## src/rtl/sign_narrow_32to15.sv

```systemverilog
// Narrows a signed 32-bit immediate to 15 bits through a one-entry output buffer, counting overflows.
// Optional build macro SIGN_NARROW_SATURATE_EN: clamp out-of-range words instead of truncating them.
module sign_narrow_32to15 #(
  parameter int unsigned CNT_W = 16
) (
  input  logic             clk,
  input  logic             rst,
  input  logic             in_valid,
  output logic             in_ready,
  input  logic [31:0]      imm32,
  output logic             out_valid,
  input  logic             out_ready,
  output logic [14:0]      imm15,
  output logic             ovf,
  input  logic             clr_cnt,
  output logic [CNT_W-1:0] ovf_cnt
);

  localparam int unsigned IMM_W = 15;

  typedef enum logic {
    EMPTY = 1'b0,
    FULL  = 1'b1
  } state_e;

  state_e             state_q, state_d;
  logic [IMM_W-1:0]   imm15_q, imm15_d;
  logic               ovf_q, ovf_d;
  logic [CNT_W-1:0]   cnt_q, cnt_d;

  logic               accept_c;
  logic               in_range_c;
  logic [IMM_W-1:0]   narrowed_c;

  // Word fits in 15 bits when the upper 18 bits are a pure sign extension.
  assign in_range_c = (&imm32[31:14]) | (~|imm32[31:14]);
  assign in_ready   = (state_q == EMPTY) | out_ready;
  assign accept_c   = in_valid & in_ready;

  always_comb begin
    narrowed_c = imm32[IMM_W-1:0];
`ifdef SIGN_NARROW_SATURATE_EN
    if (!in_range_c) begin
      narrowed_c = imm32[31] ? 15'h4000 : 15'h3FFF;
    end
`endif
  end

  // Next-state, buffer load and overflow counter.
  always_comb begin
    state_d = state_q;
    imm15_d = imm15_q;
    ovf_d   = ovf_q;
    cnt_d   = cnt_q;

    case (state_q)
      EMPTY: begin
        if (accept_c) state_d = FULL;
      end
      FULL: begin
        if (accept_c)       state_d = FULL;
        else if (out_ready) state_d = EMPTY;
      end
      default: state_d = EMPTY;
    endcase

    if (accept_c) begin
      imm15_d = narrowed_c;
      ovf_d   = ~in_range_c;
    end

    // Clear wins over a same-edge overflow; counter saturates at all-ones.
    if (clr_cnt) begin
      cnt_d = '0;
    end else if (accept_c && !in_range_c && (cnt_q != {CNT_W{1'b1}})) begin
      cnt_d = cnt_q + CNT_W'(1);
    end
  end

  always_ff @(posedge clk or posedge rst) begin
    if (rst) begin
      state_q <= EMPTY;
      imm15_q <= '0;
      ovf_q   <= 1'b0;
      cnt_q   <= '0;
    end else begin
      state_q <= state_d;
      imm15_q <= imm15_d;
      ovf_q   <= ovf_d;
      cnt_q   <= cnt_d;
    end
  end

  assign out_valid = (state_q == FULL);
  assign imm15     = imm15_q;
  assign ovf       = ovf_q;
  assign ovf_cnt   = cnt_q;

endmodule

```

## config.mk

```make
export PLATFORM = sky130hd
export DESIGN_NAME = sign_narrow_32to15
export DESIGN_NICKNAME = d
export VERILOG_FILES = /design/src/rtl/sign_narrow_32to15.sv
export SDC_FILE = /design/constraint.sdc
export NUM_CORES = 1
export LEC_CHECK = 0
export BUFFER_PORTS_ARGS = -buffer_cell sky130_fd_sc_hd__buf_2
export CAP_MARGIN = 20
export CORE_MARGIN = 1
export CORE_UTILIZATION = 44
export CTS_BUF_LIST = sky130_fd_sc_hd__clkbuf_2
export DETAILED_ROUTE_END_ITERATION = 16
export GPL_TIMING_DRIVEN = 0
export PLACE_DENSITY = 0.89
export SLEW_MARGIN = 20
export SYNTH_ARGS = -nofsm -noshare
export SYNTH_HDL_FRONTEND = slang
export SYNTH_SLANG_ARGS = --single-unit
```

## constraint.sdc

```tcl
create_clock -name clk -period 2.2 [get_ports clk]
set_clock_uncertainty 0.2 [all_clocks]
set_input_delay 0.33 -clock clk [delete_from_list [all_inputs] [get_ports clk]]
set_output_delay 0.33 -clock clk [all_outputs]
set_load 0.005 [all_outputs]
```

; ---- After elaboration in Yosys (flattened, before gate mapping)
; Cells that the tools add are included.
[totals]
inputBits = 37
register_bits = 33
elab_cells = 24
[op_classes]
addsub = 1
eq_ne = 1
muxes = 6
n_reduce_logical = 7
bitwise = 5
[ops]
columns = operator, count
row1 = 16-bit 2-to-1 mux, 2
row2 = 18-bit AND reduction, 1
row3 = 18-bit OR reduction, 1
row4 = "16-bit by 1-bit adder with 16-bit output, second input constant", 1
row5 = "16-bit inequality test, second input constant", 1
row6 = 1-bit 2-to-1 mux, 3
row7 = 1-bit logical AND, 2
row8 = 1-bit zero test, 2
row9 = 1-bit inverter, 2
row10 = 1-bit bitwise OR, 2
row11 = 1-bit case mux with 2 select lines, 1
row12 = 2-bit nonzero test, 1
row13 = 1-bit bitwise AND, 1

; ---- Longest topological paths before layout
[logic_depth]
word_depth = 8
mapped_depth = 8
mapped_depth_nobuf = 6

; ---- Worst setup path before layout
; OpenSTA, ideal clock, no wires.
[synth_timing]
path_kind = input to register
from = input port imm32[17]
to = register cnt_q[1] (netlist: ovf_cnt[1])
arrival_time_ns = 1.918
setup_time_ns = 0.132
path_buffers = 2
stages = 7
required_time_ns = 1.868
slack_ns = -0.050
cell_sequence = or4_1 -> or4_4 -> nand3_4 -> buf_8 -> buf_12 -> mux2i_1 -> nor2_1
[synth_via]
elab_chain_cells = 7
word_cells_on_any_way = 8
classes_between = 1 x bitwise / 7 x reduce/logical
[synth_lines]
columns = element, line
row1 = from (decl), 10  ; input logic [31:0] imm32,
row2 = 18-bit OR reduction, 36  ; assign in_range_c = (&imm32[31:14]) | (~|imm32[31:14]);
row3 = 1-bit zero test, 36
row4 = 1-bit bitwise OR (*), 36
row5 = 1-bit zero test (*), 75  ; end else if (accept_c && !in_range_c && (cnt_q != {CNT_W{1'b1}})) begin
row6 = 1-bit logical AND (*) (2 in series), 75
row7 = 2-bit nonzero test (no line) (*), n/a
row8 = to (signal assigned), 90  ; cnt_q <= cnt_d;
row9 = to (decl), 29  ; logic [CNT_W-1:0] cnt_q, cnt_d;
; Mark *: on every way between the ends. The rest lies on a longest branch, timed or not.
; A chain may end at the register's enable or synchronous reset.

; ---- Worst setup path in the final report
[layout_timing]
from = register cnt_q[4] (netlist: ovf_cnt[4])
to = register cnt_q[9] (netlist: ovf_cnt[9])
[layout_via]
elab_chain_cells = 3
word_cells_on_any_way = 6
classes_between = 1 x add/sub / 1 x eq/ne / 2 x mux / 2 x reduce/logical
[layout_lines]
columns = element, line
row1 = 16-bit by 1-bit adder with 16-bit output or 16-bit inequality test (tied branches), "76, 75"
row2 = 16-bit 2-to-1 mux or 1-bit logical AND (tied branches), 75
row3 = 16-bit 2-to-1 mux or 2-bit nonzero test (tied branches), n/a
; Several ways; a longest one is shown, not always the timed one. The select of a mux whose other input is x is not followed.

==> flow_metrics.py <==
metrics = {
    "place": {
        "dp.cells": 265,
        "pre_cts_slack_ns": -0.290,
        "dpl.hpwl_um": 2700,
        "place_area_um2": 2020,
        "port_buffers": 69,
        "gp_congestion": 0.831,
    },
    "clock_network": {
        "cts_tree": "built",
        "cts-htree-levels": 2,
        "cts.sinks": 33,
        "clk_pin_slew_worst_paths_ns": 0.17,
        "clock_path_buffers": 2,
        "cts_buffers": 5,
        "root_buffer": "clkbuf_2",
        "clk_latency_ns": 0.36,
    },
    "synth": {
        "ys_seq_area_share_pct": 51.2,
        "synth_top_area_cell": "dfrtp_1",
        "synth-seq-cells": 33,
        "yosysWarnings": 0,
        "netlist_top_cells_area": "dfrtp_1 51%, mux2_2 10%, a21oi_1 3.1%, or3_1 3.1%, o21ai_1 2.8%",
        "ys_async_sr_fraction_pct": 100,
        "synth_top_area_share_pct": 51.2,
        "synth_area_um2": 1610,
        "synth_ff_type": "dfrtp_1",
        "synth_most_common_cell": "dfrtp_1",
        "avgSynthCellArea_um2": 10.8,
        "synth_edf_count": 0,
        "yosysUniqueCellTypes": 32,
        "synth_fp_nets": 188,
        "synth_common_cells": "33 x dfrtp_1, 15 x mux2_2, 10 x a21oi_1, 10 x nand2_1",
        "syn_inst": 150,
    },
    "sta": {
        "finalMaxSlewViolations": 0,
        "worst_pin_slew_ns": 0.659,
        "fin_crit_ns": 2.15,
        "timing.final.crit_share_pct": 97.6,
        "hold_violations": 0,
        "fmax_mhz": 466,
        "fin_ws_ns": 0.0522,
        "fin_hold_ws_ns": 0.0928,
        "rsz0062_at_grt": "yes",
        "setup_viol": 0,
        "maxSlewHeadroom_pct": 56.0,
    },
    "die": {
        "rows": 21,
        "die_h_um": 62.5,
        "ios": 71,
        "initial_core_util_pct": 47.2,
        "core_area_um2": 3420,
        "dieArea_um2": 3910,
        "fp.dieW_um": 62.5,
    },
    "run_status": {
        "outcome": "finished, final reports clean",
    },
    "detailed_routing": {
        "vias_per_cell": 5.24,
        "via_count": 1581,
        "dr.pass1.iters": 4,
        "post_drt_wl_per_cell_um": 14.2,
        "detail-route-antenna-nets": 0,
        "drcViolationCount": 0,
        "drt_wl_total_um": 4280,
        "drtIter0Drc": 62,
    },
    "grt": {
        "grt_pass1_vias": 1535,
        "grt_max_degree": 34,
        "grt_pass1_wl_um": 6970,
        "grt_remaining_overflow": 0,
        "grtUsageTotal_pct": 23.0,
        "antenna_found_initial": 0,
    },
    "power_and_ir_drop": {
        "powerDensity_nw_per_um2": 504,
        "switching_power_uw": 332,
        "p_seq_share_pct": 56.1,
        "total_power_uw": 1210,
        "clkPwrFrac_pct": 22.9,
        "combPwrFrac_pct": 21.0,
        "power_leakage_uw": 0.00112,
        "power.share.switching_pct": 27.5,
        "p_int_uw": 875,
        "peakVddDrop_mv": 0.313,
    },
    "finish": {
        "final_area_um2": 2390,
        "antenna_cells": 0,
        "final_nets": 293,
        "stdcell_count": 302,
        "area_growth_pct": 48.4,
        "layout-drive-gt1-share_pct": 46.9,
    },
    "critical_path": {
        "critPathLaunch": "ovf_cnt[4]$_DFFE_PP0P_",
        "cp-end-kind": "flip-flop",
        "critPathRequiredTime_ns": 2.30,
        "worstSetupStartpointType": "flip-flop",
        "crit_fanout": 8,
        "rr_startpoint": "ovf_cnt[4]$_DFFE_PP0P_",
        "slowest_stage": "dfrtp_1",
        "crit_chain": "and4_4, and3_4, a22oi_2, nand3_4, buf_8, or3_1, a21oi_2",
        "max_stage_delay_ns": 0.45,
        "arrival_ns": 2.25,
        "worstSetupPathType": "flip-flop to flip-flop",
    },
    "min_path": {
        "hp-class": "input port to flip-flop",
        "holdCritStartpoint": "out_ready",
    },
    "job": {
        "cap_violations": 0,
    },
}
## flip-flops by register name, summed over array words and instances (netlist names)
name / flops
ovf_cnt: 16
ovf: 1
imm15: 15
out_valid: 1
## final timing paths
kind / end / slack (ns) / depth (start not counted)
max: ovf_cnt[9]$_DFFE_PP0P_ / 0.05 / 7
min: out_valid$_DFF_PP0_ / 0.09 / 3
max reg2reg: ovf_cnt[9]$_DFFE_PP0P_ / 0.05 / 7
min reg2reg: imm15[1]$_DFFE_PP0P_ / 0.32 / 1
max in group asynchronous: ovf_cnt[2]$_DFFE_PP0P_ / 0.95 / 3
min in group asynchronous: ovf_cnt[13]$_DFFE_PP0P_ / 0.39 / 3
## cell families (layout without fill, tap and decap cells)
| logic type | Yosys count | count (layout) | synth area share (%) |
|---|---|---|---|
| adders and majority gates | 1 | 1 | 0.776 |
| DFF | 33 | 33 | 51.2 |
| and+or+nand+nor | 64 | 64 | 22.7 |
| muxes | 18 | 18 | 12.4 |
| buffers and inverters | 8 | 114 | 3.57 |
| xor gates and xnor gates | 2 | 2 | 1.09 |
| AOI/OAI and AO/OA | 24 | 24 | 8.22 |
## per-layer routing
metal  up-vias  routed length [µm]  global-route usage [%]
met5         -                   0                       0
met4         0                   8                    6.69
met3         2                 230                    7.48
met2        51                2270                    41.4
met1       757                1770                    25.7
li1        771                   -                       -
## what timing repair did
item,in CTS,in global routing
endpoints found under the hold margin,48,1
resized for setup,5,8
pin swaps,1,7
hold buffers,16,1
cloned,0,2
endpoints found under the setup margin,14,21
buffers inserted,5,6
## cell usage in the layout (no fill, tap or decap), drive strengths merged, types with 3 or more instances in the layout
cell and count:
a21oi 10, buf 82, clkbuf 10, dfrtp 33, dlygate4sd3 17, mux2 16
nand2 10, nand3 9, nand4 7, nor2 9, nor2b 3, nor4 4
o21ai 9, or3 8, or4 5
## power by group through the flow
stage / Clock (µW) / Sequential, µW / Combinational, µW
after CTS: 287 / 676 / 232
after global routing: 323 / 684 / 276
after floorplan: 0 / 694 / 95.3
after global placement: 0 / 686 / 196
final: 277 / 677 / 253
after detailed placement: 0 / 691 / 202
## final cells by class
class / instances / area (µm²)
inverter: 2 / 7.51
clock inverter: 3 / 17.5
tap: 46 / 57.6
fill: 268 / 1020
multi-input combinational: 109 / 756
sequential: 33 / 828
buffer: 5 / 47.5
clock buffer: 5 / 25.0
timing repair buffer: 99 / 654
## through the flow
step,utilization (%),setup TNS [ns]
finish,70.1,0
global route,70.1,-0.149
CTS,66.4,0
detailed placement,59.0,-2.48
global placement,59.0,-1.91
floorplan,-,-0.0681
## critical path, delay by kind of cell (launching register included)
family / cells / cell delay (ns)
AO/OA/AOI/OAI: 2 / 0.36
buffers and inverters: 1 / 0.17
flip-flops: 1 / 0.45
AND/OR/NAND/NOR: 4 / 0.92
Power figures use the tool's default switching activity.
